==> config.mk <==
export PLATFORM = sky130hd
export DESIGN_NAME = dmem_arbiter
export DESIGN_NICKNAME = d
export VERILOG_FILES = /design/src/rtl/dmem_pkg.sv /design/src/rtl/dmem_starve_cnt.sv /design/src/rtl/dmem_arbiter.sv
export SDC_FILE = /design/constraint.sdc
export NUM_CORES = 1
export LEC_CHECK = 0
export ABC_CLOCK_PERIOD_IN_PS = 1570
export BUFFER_PORTS_ARGS = -buffer_cell sky130_fd_sc_hd__buf_2
export CAP_MARGIN = 25
export CORE_AREA = 2 2 118 120
export DETAILED_ROUTE_END_ITERATION = 10
export DIE_AREA = 0 0 120 122
export HOLD_SLACK_MARGIN = 0.08
export SLEW_MARGIN = 20
export SYNTH_ARGS = -nofsm -noshare
export SYNTH_HDL_FRONTEND = slang
export SYNTH_HIERARCHICAL = 1
export SYNTH_SLANG_ARGS = --single-unit
==> constraint.sdc <==
create_clock -name Clk -period 1.57 [get_ports Clk]
set_input_delay 0.0785 -clock Clk [delete_from_list [all_inputs] [get_ports Clk]]
set_output_delay 0.0785 -clock Clk [all_outputs]
set_load 0.02 [all_outputs]
==> src/rtl/dmem_pkg.sv <==
// Shared types and default sizes for the data-memory arbiter slice.
package dmem_pkg;

  localparam int DEPTH_DEF    = 1024;
  localparam int AW_DEF       = 32;
  localparam int DW_DEF       = 32;
  localparam int MAX_WAIT_DEF = 4;

  // Which requester owns the read data returning this cycle.
  typedef enum logic [1:0] {
    OWN_NONE = 2'd0,
    OWN_P    = 2'd1,
    OWN_L    = 2'd2
  } owner_e;

endpackage : dmem_pkg

==> src/rtl/dmem_starve_cnt.sv <==
// Saturating loss counter with synchronous clear; clear wins over increment.
module dmem_starve_cnt #(
  parameter int MAX = 4,
  parameter int CW  = $clog2(MAX + 1)
) (
  input  logic          Clk,
  input  logic          Rst_n,
  input  logic          i_inc,
  input  logic          i_clr,
  output logic [CW-1:0] o_cnt
);

  logic [CW-1:0] r_cnt;

  // NOTE: sequential state uses non-blocking assignments so every flop samples pre-edge values.
  always_ff @(posedge Clk or negedge Rst_n) begin
    if (!Rst_n) begin
      r_cnt <= '0;
    end else if (i_clr) begin
      r_cnt <= '0;
    end else if (i_inc && (r_cnt != CW'(MAX))) begin
      r_cnt <= r_cnt + CW'(1);
    end
  end

  assign o_cnt = r_cnt;

endmodule : dmem_starve_cnt

==> src/rtl/dmem_arbiter.sv <==
// Two-port arbiter for a single-ported data memory: pipeline port P has fixed
// priority, loader port L is guaranteed service after MAX_WAIT consecutive losses.
module dmem_arbiter
  import dmem_pkg::*;
#(
  parameter int DEPTH    = DEPTH_DEF,
  parameter int AW       = AW_DEF,
  parameter int DW       = DW_DEF,
  parameter int MAX_WAIT = MAX_WAIT_DEF
) (
  input  logic          Clk,
  input  logic          Rst_n,
  input  logic          p_req,
  input  logic          p_we,
  input  logic [AW-1:0] p_addr,
  input  logic [DW-1:0] p_wdata,
  output logic          p_gnt,
  output logic          p_stall,
  output logic          p_rvalid,
  output logic [DW-1:0] p_rdata,
  input  logic          l_req,
  input  logic          l_we,
  input  logic [AW-1:0] l_addr,
  input  logic [DW-1:0] l_wdata,
  output logic          l_gnt,
  output logic          l_rvalid,
  output logic [DW-1:0] l_rdata,
  output logic [AW-1:0] mem_addr,
  output logic [DW-1:0] mem_wdata,
  output logic          mem_we,
  output logic          mem_re,
  input  logic [DW-1:0] mem_rdata,
  output logic          addr_err
);

  localparam int CW = $clog2(MAX_WAIT + 1);

  logic [CW-1:0] w_wait_cnt;
  logic          w_l_due;
  logic          w_gnt_p;
  logic          w_gnt_l;
  logic          w_any_gnt;
  logic          w_win_we;
  logic [AW-1:0] w_win_addr;
  logic [DW-1:0] w_win_wdata;
  logic          w_in_range;
  owner_e        w_owner_nxt;

  owner_e        r_rd_owner;
  logic          r_rd_in_range;
  logic          r_addr_err;

  // L wins a contended cycle only once it has lost MAX_WAIT times in a row.
  assign w_l_due   = (w_wait_cnt == CW'(MAX_WAIT));
  assign w_gnt_p   = p_req & ~(l_req & w_l_due);
  assign w_gnt_l   = l_req & (~p_req | w_l_due);
  assign w_any_gnt = w_gnt_p | w_gnt_l;

  dmem_starve_cnt #(
    .MAX (MAX_WAIT),
    .CW  (CW)
  ) u_l_starve (
    .Clk   (Clk),
    .Rst_n (Rst_n),
    .i_inc (l_req & ~w_gnt_l),
    .i_clr (w_gnt_l | ~l_req),
    .o_cnt (w_wait_cnt)
  );

  // NOTE: every always_comb output gets a default first, so no path can infer a latch.
  always_comb begin
    w_win_we    = 1'b0;
    w_win_addr  = '0;
    w_win_wdata = '0;
    if (w_gnt_p) begin
      w_win_we    = p_we;
      w_win_addr  = p_addr;
      w_win_wdata = p_wdata;
    end else if (w_gnt_l) begin
      w_win_we    = l_we;
      w_win_addr  = l_addr;
      w_win_wdata = l_wdata;
    end
  end

  assign w_in_range = (w_win_addr < AW'(DEPTH));

  assign p_gnt     = w_gnt_p;
  assign l_gnt     = w_gnt_l;
  assign p_stall   = p_req & ~w_gnt_p;
  assign mem_addr  = w_win_addr;
  assign mem_wdata = w_win_wdata;
  // Out-of-range accesses are still granted so the requester never deadlocks.
  assign mem_we    = w_any_gnt &  w_win_we & w_in_range;
  assign mem_re    = w_any_gnt & ~w_win_we & w_in_range;

  always_ff @(posedge Clk or negedge Rst_n) begin
    if (!Rst_n) begin
      r_rd_owner    <= OWN_NONE;
      r_rd_in_range <= 1'b0;
      r_addr_err    <= 1'b0;
    end else begin
      r_rd_owner    <= w_owner_nxt;
      r_rd_in_range <= w_in_range;
      r_addr_err    <= w_any_gnt & ~w_in_range;
    end
  end

  always_comb begin
    w_owner_nxt = OWN_NONE;
    if (w_gnt_p && !p_we) begin
      w_owner_nxt = OWN_P;
    end else if (w_gnt_l && !l_we) begin
      w_owner_nxt = OWN_L;
    end
  end

  // Out-of-range loads still complete, but with zero data.
  always_comb begin
    p_rvalid = (r_rd_owner == OWN_P);
    l_rvalid = (r_rd_owner == OWN_L);
    p_rdata  = '0;
    l_rdata  = '0;
    if (p_rvalid && r_rd_in_range) begin
      p_rdata = mem_rdata;
    end
    if (l_rvalid && r_rd_in_range) begin
      l_rdata = mem_rdata;
    end
    addr_err = r_addr_err;
  end

endmodule : dmem_arbiter

==> run metrics, run 1 <==
number of distinct library cells after synthesis=35; ranking of synthesized cells by area=a22o_1 34%, and3_1 24%, dfrtp_1 11%; routability cong.=0.809; fraction of power spent switching nets=0.378; worst-case setup slack after placement=-0.209 ns; path depth of the worst reg2reg path=6; number of placed instances with taps included=701; status=finished with violations; Mapped Cells=211; share of flip-flops with an asynchronous set or reset=1.00; Post-Syn Nets=between 300 and 400; NumNets Final=~700; capturing instance or port of the critical path=mem_re; flip-flop and latch count after synthesis=7; Worst R2R Setup Slack=-0.18 ns; most used flip-flop cell after synthesis=dfrtp_1; antenna fix cells=0; per-cell routed wire length=14.2 um; CP Capture Type=output port; initial antenna violation count=0; first-pass GRT wire length=14100 um; Die Ht=around 120 um; Finish-stage setup viols=73; fill count=1461; total via count in the routed design=3000; Period minus WS final=1.97 ns; CTS HTree Levels=1; final design area excluding fillers=4120 um^2; length of the first detailed-routing pass in iterations=4; highest achievable clock rate=around 0.5 GHz; first element of the critical path=u_l_starve/o_cnt[1]$_DFFE_PN0P_; Layout Cells excl Fill=708; area added between synthesis and finish=152%; number of synthesized flops with an enable pin=0; Slew @ Worst Pin=0.470 ns; horizontal die dimension=approximately 120 um; post-detailed-routing wire length=between 10000 and 15000 um; average instance area after synthesis=7.76 um^2; Slew HR=0.684; Vias per Instance=4.24; Yosys top cell area share=0.342; element type at the critical path start=flop; most common cell after layout, fill and taps aside=buf_2; cell area after synthesis=1640 um^2; initial core utilization=0.121; largest clock skew in the final design=0.00127 ns; DPL Wire Length=8470 um; standard cell core area=13500 um^2; share of final-layout standard cells stronger than drive strength 1=0.725; die footprint=14600 um^2; Final WS setup=-0.404 ns; proportion of power drawn by flip-flops and latches=0.109; storage element area=roughly 180 um^2; clock root cell=clkbuf_16; Critical Path AT=~1.9 ns; part of the total power dissipated in combinational logic=0.646; number of buffers created by CTS=3; Clock Tree Buf Depth=2; setup repair after global routing missed its margin=yes; violated checks=negative setup slack; total overflow reported by the global router=0; peak supply drop=about 0.25 mV; vias in the first global route=roughly 2600; crit path max fanout=8; startpoint of the most critical register-to-register path=u_l_starve/o_cnt[1]$_DFFE_PN0P_; Residual DRC=0; clk slew on worst S/H paths=0.04 ns; number of rows in the core area=43; number of failing hold endpoints at the final stage=0; power density normalized to cell area=427 nW/um^2; Detailed Route Iter0 Violations=roughly 100; buffers added on ports=around 300; clock insertion delay at the later pin of the skew report=0.23 ns; static leakage=approximately 2.6 nW; CTS sink count=7; internal power=between 1 and 1.5 mW; Switching Power=approximately 0.67 mW; path type of the worst min-delay path=in2reg; Boundary Pins=302; Area after DPL=3870 um^2; clock tree from TritonCTS=yes; multi-input logic area=1570 um^2; total routing resource utilization after global routing=0.121; commonest non-fill, non-tap cells in the layout=279 x buf_2, 64 x and3_1, 35 x a22o_1, 30 x buf_4, 29 x a22o_4; post-synthesis sequential area ratio=0.107; number of maximum-capacitance constraint violations=0; Tcrit/Tclk final=1.26; critical path type=reg2out; largest net degree at the start of global routing=65; Max Slew Vio Count=0; final total negative setup slack=-24.77 ns; library cell occupying the most area in the post-synthesis netlist=a22o_1; Crit Reg-Reg Endpoint=addr_err$_DFF_PN0_; YS warnings=6; Routed Antenna Nets=0; CP Data Required Time=roughly 1.5 ns; clock network power share=0.245
-- cell families (layout without fill, tap and decap cells) --
group                    count (synthesis)  count (layout)  share of synthesized area
AND/OR/NAND/NOR                         95              95                      0.361
AO/OA/AOI/OAI                           72              72                      0.393
buffers and inverters                   33             350                      0.108
flip-flops                               7               7                      0.107
adder cells (fa/ha/maj)                  2               2                     0.0153
multiplexers                             2               2                     0.0153
-- synth_stat cells, types with 3 or more instances --
cell,count
and3_1,64
nor2b_1,3
a22o_1,64
buf_2,4
buf_6,5
inv_1,5
dfrtp_1,7
buf_4,3
nor4_1,9
clkbuf_1,15
nor2_1,5
-- power by group through the flow --
| stage | clock (mW) | sequential [mW] | combinational (mW) |
|---|---|---|---|
| 6_report | 0.430 | 0.192 | 1.14 |
| 5_1_grt | 0.452 | 0.193 | 1.22 |
| 4_1_cts | 0.435 | 0.192 | 1.12 |
| 3_5_place_dp | 0 | 0.194 | 1.08 |
| 3_3_place_gp | 0 | 0.194 | 1.08 |
| 2_1_floorplan | 0 | 0.195 | 0.561 |
-- metrics by stage --
stage	power (mW)	hold slack (ns)	utilization
floorplan	0.756	-0.217	-
global placement	1.27	-0.0723	0.287
detailed placement	1.27	-0.0757	0.287
CTS	1.75	0.169	0.301
global route	1.86	0.190	0.305
finish	1.76	0.165	0.305
-- timing repair --
action                                  4_1_cts  5_1_grt
hold endpoints to repair                      8        0
endpoints found under the setup margin       73       74
hold buffers                                  2        0
gates resized for setup                      28       18
pin swaps                                     4        1
cloned                                        0        0
buffers inserted                              1        2
-- worst min path at each step --
stage,from,to,slack [ns],cells after the start
global route,l_we,r_rd_owner[1]$_DFF_PN0_,0.19,3
global placement,Rst_n,u_l_starve/o_cnt[2]$_DFFE_PN0P_,-0.07,1
CTS,l_we,r_rd_owner[1]$_DFF_PN0_,0.17,3
finish,l_we,r_rd_owner[1]$_DFF_PN0_,0.17,3
floorplan,Rst_n,addr_err$_DFF_PN0_,-0.22,0
detailed placement,Rst_n,u_l_starve/o_cnt[2]$_DFFE_PN0P_,-0.08,1
-- final cells by class --
cell class / count / share of cell area
timing repair buffer: 340 / 0.498
tap: 180 / 0.0546
clock buffer: 4 / 0.0191
sequential: 7 / 0.0425
inverter: 6 / 0.00607
multi-input combinational: 171 / 0.380
-- per-layer routing --
metal | global-route usage | up-vias | part of all wire
met3 | 0.0272 | 6 | 0.093
met1 | 0.150 | 1331 | 0.41
met2 | 0.216 | 182 | 0.50
met5 | 0 | - | 0
met4 | 0.0206 | 0 | 0.0060
li1 | - | 1481 | -
-- flip-flops by register name, indices dropped and copies added (netlist names) --
register	flops
r_rd_owner	2
r_rd_in_range	1
addr_err	1
u_l_starve/o_cnt	3
-- worst max-delay path, cell delays in order (launching register included) --
cell	delay (ns)
dfrtp_1	0.36
or3b_4	0.43
a21oi_4	0.19
buf_12	0.16
o41a_1	0.27
nor3_2	0.07
buf_4	0.17
No activity file was read; power rests on OpenSTA's default activity.
==> run 2, diff against run 1 <==
--- a/config.mk
+++ b/config.mk
@@ -12,6 +12,7 @@
 export DETAILED_ROUTE_END_ITERATION = 10
 export DIE_AREA = 0 0 120 122
 export HOLD_SLACK_MARGIN = 0.08
+export PLACE_DENSITY_LB_ADDON = 0.15
 export SLEW_MARGIN = 20
 export SYNTH_ARGS = -nofsm -noshare
 export SYNTH_HDL_FRONTEND = slang
==> run 2 against run 1 <==
The flow still finishes with violations (negative setup slack). Sequential cell count unchanged. Total power increased by 2.4%. Sequential share of layout area decreased by 0.090 points. Register-to-register slack got worse by 0.09 ns. Setup slack improved by 0.014 ns. Clock skew increased by 0.0023 ns. Global-route usage increased by 0.77 points. Largest power group unchanged. First-iteration DRC count decreased by 0.96%. Largest cell class unchanged. Fmax increased by 0.72%. Combinational power about the same. Via count increased by 1.8%. Core utilization increased by 0.66 points.
==> run metrics, run 2 (same netlist as run 1, synthesis figures left out) <==
clock insertion delay at the later pin of the skew report=0.24 ns (about the same); length of the first detailed-routing pass in iterations=4 (unchanged); static leakage=2.60 nW (+1.1%); share of final-layout standard cells stronger than drive strength 1=0.733 (+0.00808); CP max stage delay=0.44 ns (about the same); Switching Power=0.692 mW (+4.0%); number of maximum-capacitance constraint violations=0 (unchanged); total routing resource utilization after global routing=0.129 (+0.00774); violated checks=negative setup slack; Period minus WS final=1.96 ns (-0.0142 ns); Final WS setup=-0.390 ns (+0.0142 ns); standard cell core area=13500 um^2 (unchanged); largest clock skew in the final design=0.00360 ns (+0.00233 ns); clk slew on worst S/H paths=0.04 ns (about the same); peak supply drop=0.165 mV (-34%); fraction of power spent switching nets=0.384 (+0.00601); path type of the worst min-delay path=in2reg; Slew HR=0.728 (+0.0443); routability cong.=0.782 (-3.4%); fill count=1448 (-0.89%); initial antenna violation count=2 (+2); Routed Antenna Nets=0 (unchanged); post-detailed-routing wire length=10600 um (+5.1%); flip-flop count of the largest register, all copies and words added=3 (unchanged); largest net degree at the start of global routing=65 (unchanged); critical path type=reg2out; internal power=1.11 mW (+1.4%); Boundary Pins=302 (unchanged); proportion of power drawn by flip-flops and latches=0.106 (-0.003); clock network power share=0.247 (+0.002); clock root cell=clkbuf_16; vias in the first global route=2824 (+8.1%); critical path, cell by cell=or3b_4 -> o21ai_4 -> inv_4 -> buf_12 -> a22o_4 -> buf_2; highest achievable clock rate=0.510 GHz (+0.72%); number of buffers created by CTS=3 (unchanged); GRT met2 Usage=0.255 (+0.0387); total overflow reported by the global router=0 (unchanged); most common cell after layout, fill and taps aside=buf_2; cell type of the slowest stage on the worst timing path=or3b_4; initial core utilization=0.121 (unchanged); post-layout total power=1.80 mW (+2.4%); Max Slew Vio Count=0 (unchanged); element type at the critical path start=flop; die footprint=14600 um^2 (unchanged); CP Capture Type=output port; layer carrying the most global-route usage=met2; buffers added on ports=301 (unchanged); Crit path max-delay family=simple AND/OR/NAND/NOR gates; crit path max fanout=22 (+14); Detailed Route Iter0 Violations=103 (-0.96%); status=finished with violations; power density normalized to cell area=428 nW/um^2 (+0.24%); first-pass GRT wire length=14900 um (+6.1%); Clock Tree Buf Depth=2 (unchanged); commonest non-fill, non-tap cells in the layout=267 x buf_2, 64 x and3_1, 35 x a22o_1, 33 x buf_4, 32 x buf_6; CTS HTree Levels=1 (unchanged); DPL Wire Length=8740 um (+3.2%); final design area excluding fillers=4210 um^2 (+2.2%); setup repair after global routing missed its margin=yes; Tcrit/Tclk final=1.25 (-0.00902); Slew @ Worst Pin=0.406 ns (-0.0634 ns); part of the total power dissipated in combinational logic=0.647 (about the same); total via count in the routed design=3053 (+1.8%); CTS sink count=7 (unchanged); Area after DPL=3790 um^2 (-2.3%); per-cell routed wire length=14.9 um (+4.8%); number of rows in the core area=43 (unchanged); number of placed instances with taps included=696 (-0.71%); CP Data Required Time=1.49 ns (about the same); horizontal die dimension=120 um (unchanged); worst path bufs/invs=3 (+1); Critical Path AT=1.88 ns (-0.02 ns); Die Ht=122 um (unchanged); area added between synthesis and finish=157%; NumNets Final=698 (+0.14%); Vias per Instance=4.30 (+1.5%); Residual DRC=0 (unchanged); routing usage on met1=0.131 (-0.0195); global-route met3 utilization=0.0407 (+0.0136); Layout Cells excl Fill=710 (+0.28%); Finish-stage setup viols=74 (+1.4%); clock tree from TritonCTS=yes; number of failing hold endpoints at the final stage=0 (unchanged)
==> run 2: cell count changes in the layout (fill, tap and decap cells not counted), sizes merged <==
cell / delta
clkbuf: -1
diode: +1
buf: +1
clkinv: +1
==> run 2: area by class of cell <==
cell class	instances	area, um^2	area share
Tap cell	180	225	0.0535
Inverter	6	25.0	0.00594
Clock inverter	1	5.00	0.00119
Timing Repair Buffer	341	2110	0.502
Antenna cell	1	2.50	0.000594
Multi-Input combinational cell	171	1590	0.377
Sequential cell	7	175	0.0416
Clock buffer	3	75.1	0.0178
==> run 2: metrics by stage <==
stage | hold WS (ns) | util | setup TNS [ns] | setup slack [ns]
after detailed placement | -0.0678 | 0.280 | -9.53 | -0.171
final | 0.166 | 0.312 | -25.16 | -0.390
after CTS | 0.166 | 0.303 | -24.65 | -0.389
after global placement | -0.0665 | 0.280 | -8.82 | -0.157
after floorplan | -0.217 | - | -5.07 | -0.0999
after global routing | 0.189 | 0.312 | -28.72 | -0.435
==> run 2: path summary, 6_finish.rpt <==
check                                                start  cells past startpoint                               to  slack [ns]
max                        u_l_starve/o_cnt[1]$_DFFE_PN0P_                      6                     mem_addr[14]       -0.39
min                                                   l_we                      3          r_rd_owner[1]$_DFF_PN0_        0.17
max reg2reg                u_l_starve/o_cnt[1]$_DFFE_PN0P_                      8  u_l_starve/o_cnt[0]$_DFFE_PN0P_       -0.27
min reg2reg                u_l_starve/o_cnt[1]$_DFFE_PN0P_                      3  u_l_starve/o_cnt[1]$_DFFE_PN0P_        0.67
max in group asynchronous                            Rst_n                      2  u_l_starve/o_cnt[2]$_DFFE_PN0P_        1.19
min in group asynchronous                            Rst_n                      2  u_l_starve/o_cnt[0]$_DFFE_PN0P_        0.22
==> run 2: worst reg2reg max path, cell delays in order (launching register included) <==
cell and delay [ns]:
dfrtp_1 0.37, or3b_4 0.44, buf_4 0.15, buf_6 0.10, buf_6 0.11, nand3_2 0.08, inv_2 0.04, a21boi_4 0.13
mux2_4 0.29
==> run 2: power groups by stage <==
| stage | combinational [mW] | sequential [mW] | clock [mW] |
|---|---|---|---|
| after floorplan | 0.561 | 0.195 | 0 |
| after global placement | 1.06 | 0.194 | 0 |
| after detailed placement | 1.06 | 0.194 | 0 |
| after CTS | 1.14 | 0.191 | 0.450 |
| after global routing | 1.25 | 0.192 | 0.461 |
| final | 1.16 | 0.191 | 0.445 |
==> run 2: layer usage <==
layer,up-vias,routed length (um)
li1,1485,-
met1,1364,3530
met2,194,5780
met3,10,1190
met4,0,78
met5,-,0
==> run 2: repair_timing <==
action / 4_1_cts / 5_1_grt
cloned: 1 / 0
gates resized for setup: 46 / 33
hold endpoints to repair: 8 / 0
endpoints found under the setup margin: 72 / 77
setup buffers: 5 / 2
pin swaps: 1 / 1
hold buffers: 2 / 0
==> run 3, diff against run 2 <==
--- a/config.mk
+++ b/config.mk
@@ -8,9 +8,11 @@
 export ABC_CLOCK_PERIOD_IN_PS = 1570
 export BUFFER_PORTS_ARGS = -buffer_cell sky130_fd_sc_hd__buf_2
 export CAP_MARGIN = 25
-export CORE_AREA = 2 2 118 120
+export CELL_PAD_IN_SITES_DETAIL_PLACEMENT = 1
+export CELL_PAD_IN_SITES_GLOBAL_PLACEMENT = 1
+export CORE_MARGIN = 2
+export CORE_UTILIZATION = 13
 export DETAILED_ROUTE_END_ITERATION = 10
-export DIE_AREA = 0 0 120 122
 export HOLD_SLACK_MARGIN = 0.08
 export PLACE_DENSITY_LB_ADDON = 0.15
 export SLEW_MARGIN = 20
==> run 3 against run 2 <==
Largest cell class unchanged. Clock power decreased by 2%. Setup slack improved by 0.0050 ns. Die area shrank 7.7%. Combinational power about the same. Critical endpoint is now mem_wdata[15]. Largest power group unchanged. Sequential share of layout area about the same. Critical path type unchanged. The flow still finishes with violations (negative setup slack).
==> run metrics, run 3 (same netlist as run 1, synthesis figures left out) <==
fill count=1553 (+7.3%); Routed Antenna Nets=0 (unchanged); static leakage=2.59 nW (-0.66%); share of final-layout standard cells stronger than drive strength 1=0.721 (-0.0128); commonest non-fill, non-tap cells in the layout=257 x buf_2, 64 x and3_1, 42 x buf_6, 35 x a22o_1, 29 x a22o_4; Final WS setup=-0.385 ns (+0.00500 ns); peak supply drop=0.252 mV (+53%); flip-flop count of the largest register, all copies and words added=3 (unchanged); number of failing hold endpoints at the final stage=0 (unchanged); per-cell routed wire length=16.5 um (+11%); Clock Tree Buf Depth=2 (unchanged); highest achievable clock rate=0.511 GHz (+0.26%); total routing resource utilization after global routing=0.150 (+0.0211); violated checks=negative setup slack; CTS HTree Levels=1 (unchanged); clock root cell=clkbuf_16; largest net degree at the start of global routing=65 (unchanged); crit path max fanout=30 (+36%); routability cong.=0.763 (-2.5%); setup repair after global routing missed its margin=yes; largest clock skew in the final design=0.00347 ns (-0.000133 ns); path type of the worst min-delay path=in2reg; initial core utilization=0.131 (+0.0101); number of buffers created by CTS=3 (unchanged); critical path type=reg2out; Slew @ Worst Pin=0.411 ns (+0.00424 ns); power density normalized to cell area=431 nW/um^2 (+0.70%); Die Ht=116 um (-4.7%); element type at the critical path start=flop; length of the first detailed-routing pass in iterations=4 (unchanged); horizontal die dimension=116 um (-3.1%); final total negative setup slack=-24.71 ns (+0.457 ns); Detailed Route Iter0 Violations=33 (-68%); Critical Path AT=1.88 ns (about the same); Residual DRC=0 (unchanged); NumNets Final=688 (-1.4%); Slew HR=0.725 (-0.00324); total overflow reported by the global router=0 (unchanged); die footprint=13500 um^2 (-7.7%); clock insertion delay at the later pin of the skew report=0.23 ns (about the same); vias in the first global route=3040 (+7.6%); Period minus WS final=1.96 ns (-0.00500 ns); buffers added on ports=301 (unchanged); worst-case setup slack after placement=-0.210 ns (-0.0389 ns); initial antenna violation count=2 (unchanged); Vias per Instance=4.40 (+2.3%); CP Capture Type=output port; CP Data Required Time=1.49 ns (about the same); most common cell after layout, fill and taps aside=buf_2; Worst R2R Setup Slack=-0.26 ns (about the same); DPL Wire Length=9600 um (+9.9%); Boundary Pins=302 (unchanged); total via count in the routed design=3053 (unchanged); area added between synthesis and finish=158%; first-pass GRT wire length=15900 um (+6.1%); Layout Cells excl Fill=694 (-2.3%); number of maximum-capacitance constraint violations=0 (unchanged); CTS sink count=7 (unchanged); clock tree from TritonCTS=yes; Finish-stage setup viols=74 (unchanged); standard cell core area=12500 um^2 (-7.7%); post-detailed-routing wire length=11400 um (+8.2%); clk slew on worst S/H paths=0.04 ns (about the same); Tcrit/Tclk final=1.25 (-0.00319); number of placed instances with taps included=680 (-2.3%); number of rows in the core area=41 (-4.7%); status=finished with violations; Max Slew Vio Count=0 (unchanged)
run 3: cell count changes in the layout (fill, tap and decap cells not counted), moves of 2 or more:
| cell | delta |
|---|---|
| nor2_4 | -2 |
| buf_6 | +10 |
| diode_2 | +2 |
| buf_4 | -14 |
| nor2_1 | +2 |
| buf_2 | -10 |
| buf_12 | +4 |
run 3: cell type report:
class	instances	area, um^2	area share
inverters	6	25.0	0.00592
diodes	3	7.51	0.00178
multi-input cells	171	1570	0.371
clock buffers	4	78.8	0.0187
well taps	172	215	0.0509
repair buffers	331	2160	0.511
flip-flops and latches	7	175	0.0415
run 3: path summary, 6_finish.rpt:
path,startpoint,endpoint,cells past startpoint
min reg2reg,u_l_starve/o_cnt[2]$_DFFE_PN0P_,u_l_starve/o_cnt[2]$_DFFE_PN0P_,3
max,u_l_starve/o_cnt[1]$_DFFE_PN0P_,mem_wdata[15],6
min in group asynchronous,Rst_n,u_l_starve/o_cnt[2]$_DFFE_PN0P_,2
max reg2reg,u_l_starve/o_cnt[1]$_DFFE_PN0P_,u_l_starve/o_cnt[0]$_DFFE_PN0P_,8
max in group asynchronous,Rst_n,r_rd_in_range$_DFF_PN0_,2
min,l_we,r_rd_owner[1]$_DFF_PN0_,3
run 3: metal layers:
layer,up-vias,global-route usage,wire length (um)
met4,0,0.0317,144
met2,171,0.304,6290
met1,1412,0.146,3810
li1,1460,-,-
met5,-,0,0
met3,10,0.0483,1200
run 3: timing repair:
action	CTS	global route
setup endpoints to repair	72	74
resized for setup	69	26
setup buffers	2	2
cloned	1	0
pin swaps	3	1
hold buffers	2	0
hold endpoints to repair	8	0
run 3: worst max-delay path, stage by stage (launching register included):
cell	delay, ns
dfrtp_1	0.37
or3b_4	0.43
o21ai_4	0.17
inv_4	0.08
buf_12	0.17
a22o_1	0.24
buf_2	0.16
run 3: power breakdown:
part           switching (mW)  internal, mW  total (mW)
Sequential            0.00364         0.188       0.192
Combinational           0.582         0.610        1.19
Clock                  0.0988         0.338       0.437
run 3: metrics by stage:
step / utilization / area (um^2) / power [mW] / hold slack [ns]
2_1_floorplan: - / 1910 / 0.756 / -0.217
3_3_place_gp: 0.300 / 3740 / 1.24 / -0.0731
3_5_place_dp: 0.300 / 3740 / 1.25 / -0.0727
4_1_cts: 0.330 / 4120 / 1.80 / 0.176
5_1_grt: 0.338 / 4220 / 1.93 / 0.191
6_report: 0.339 / 4230 / 1.82 / 0.181
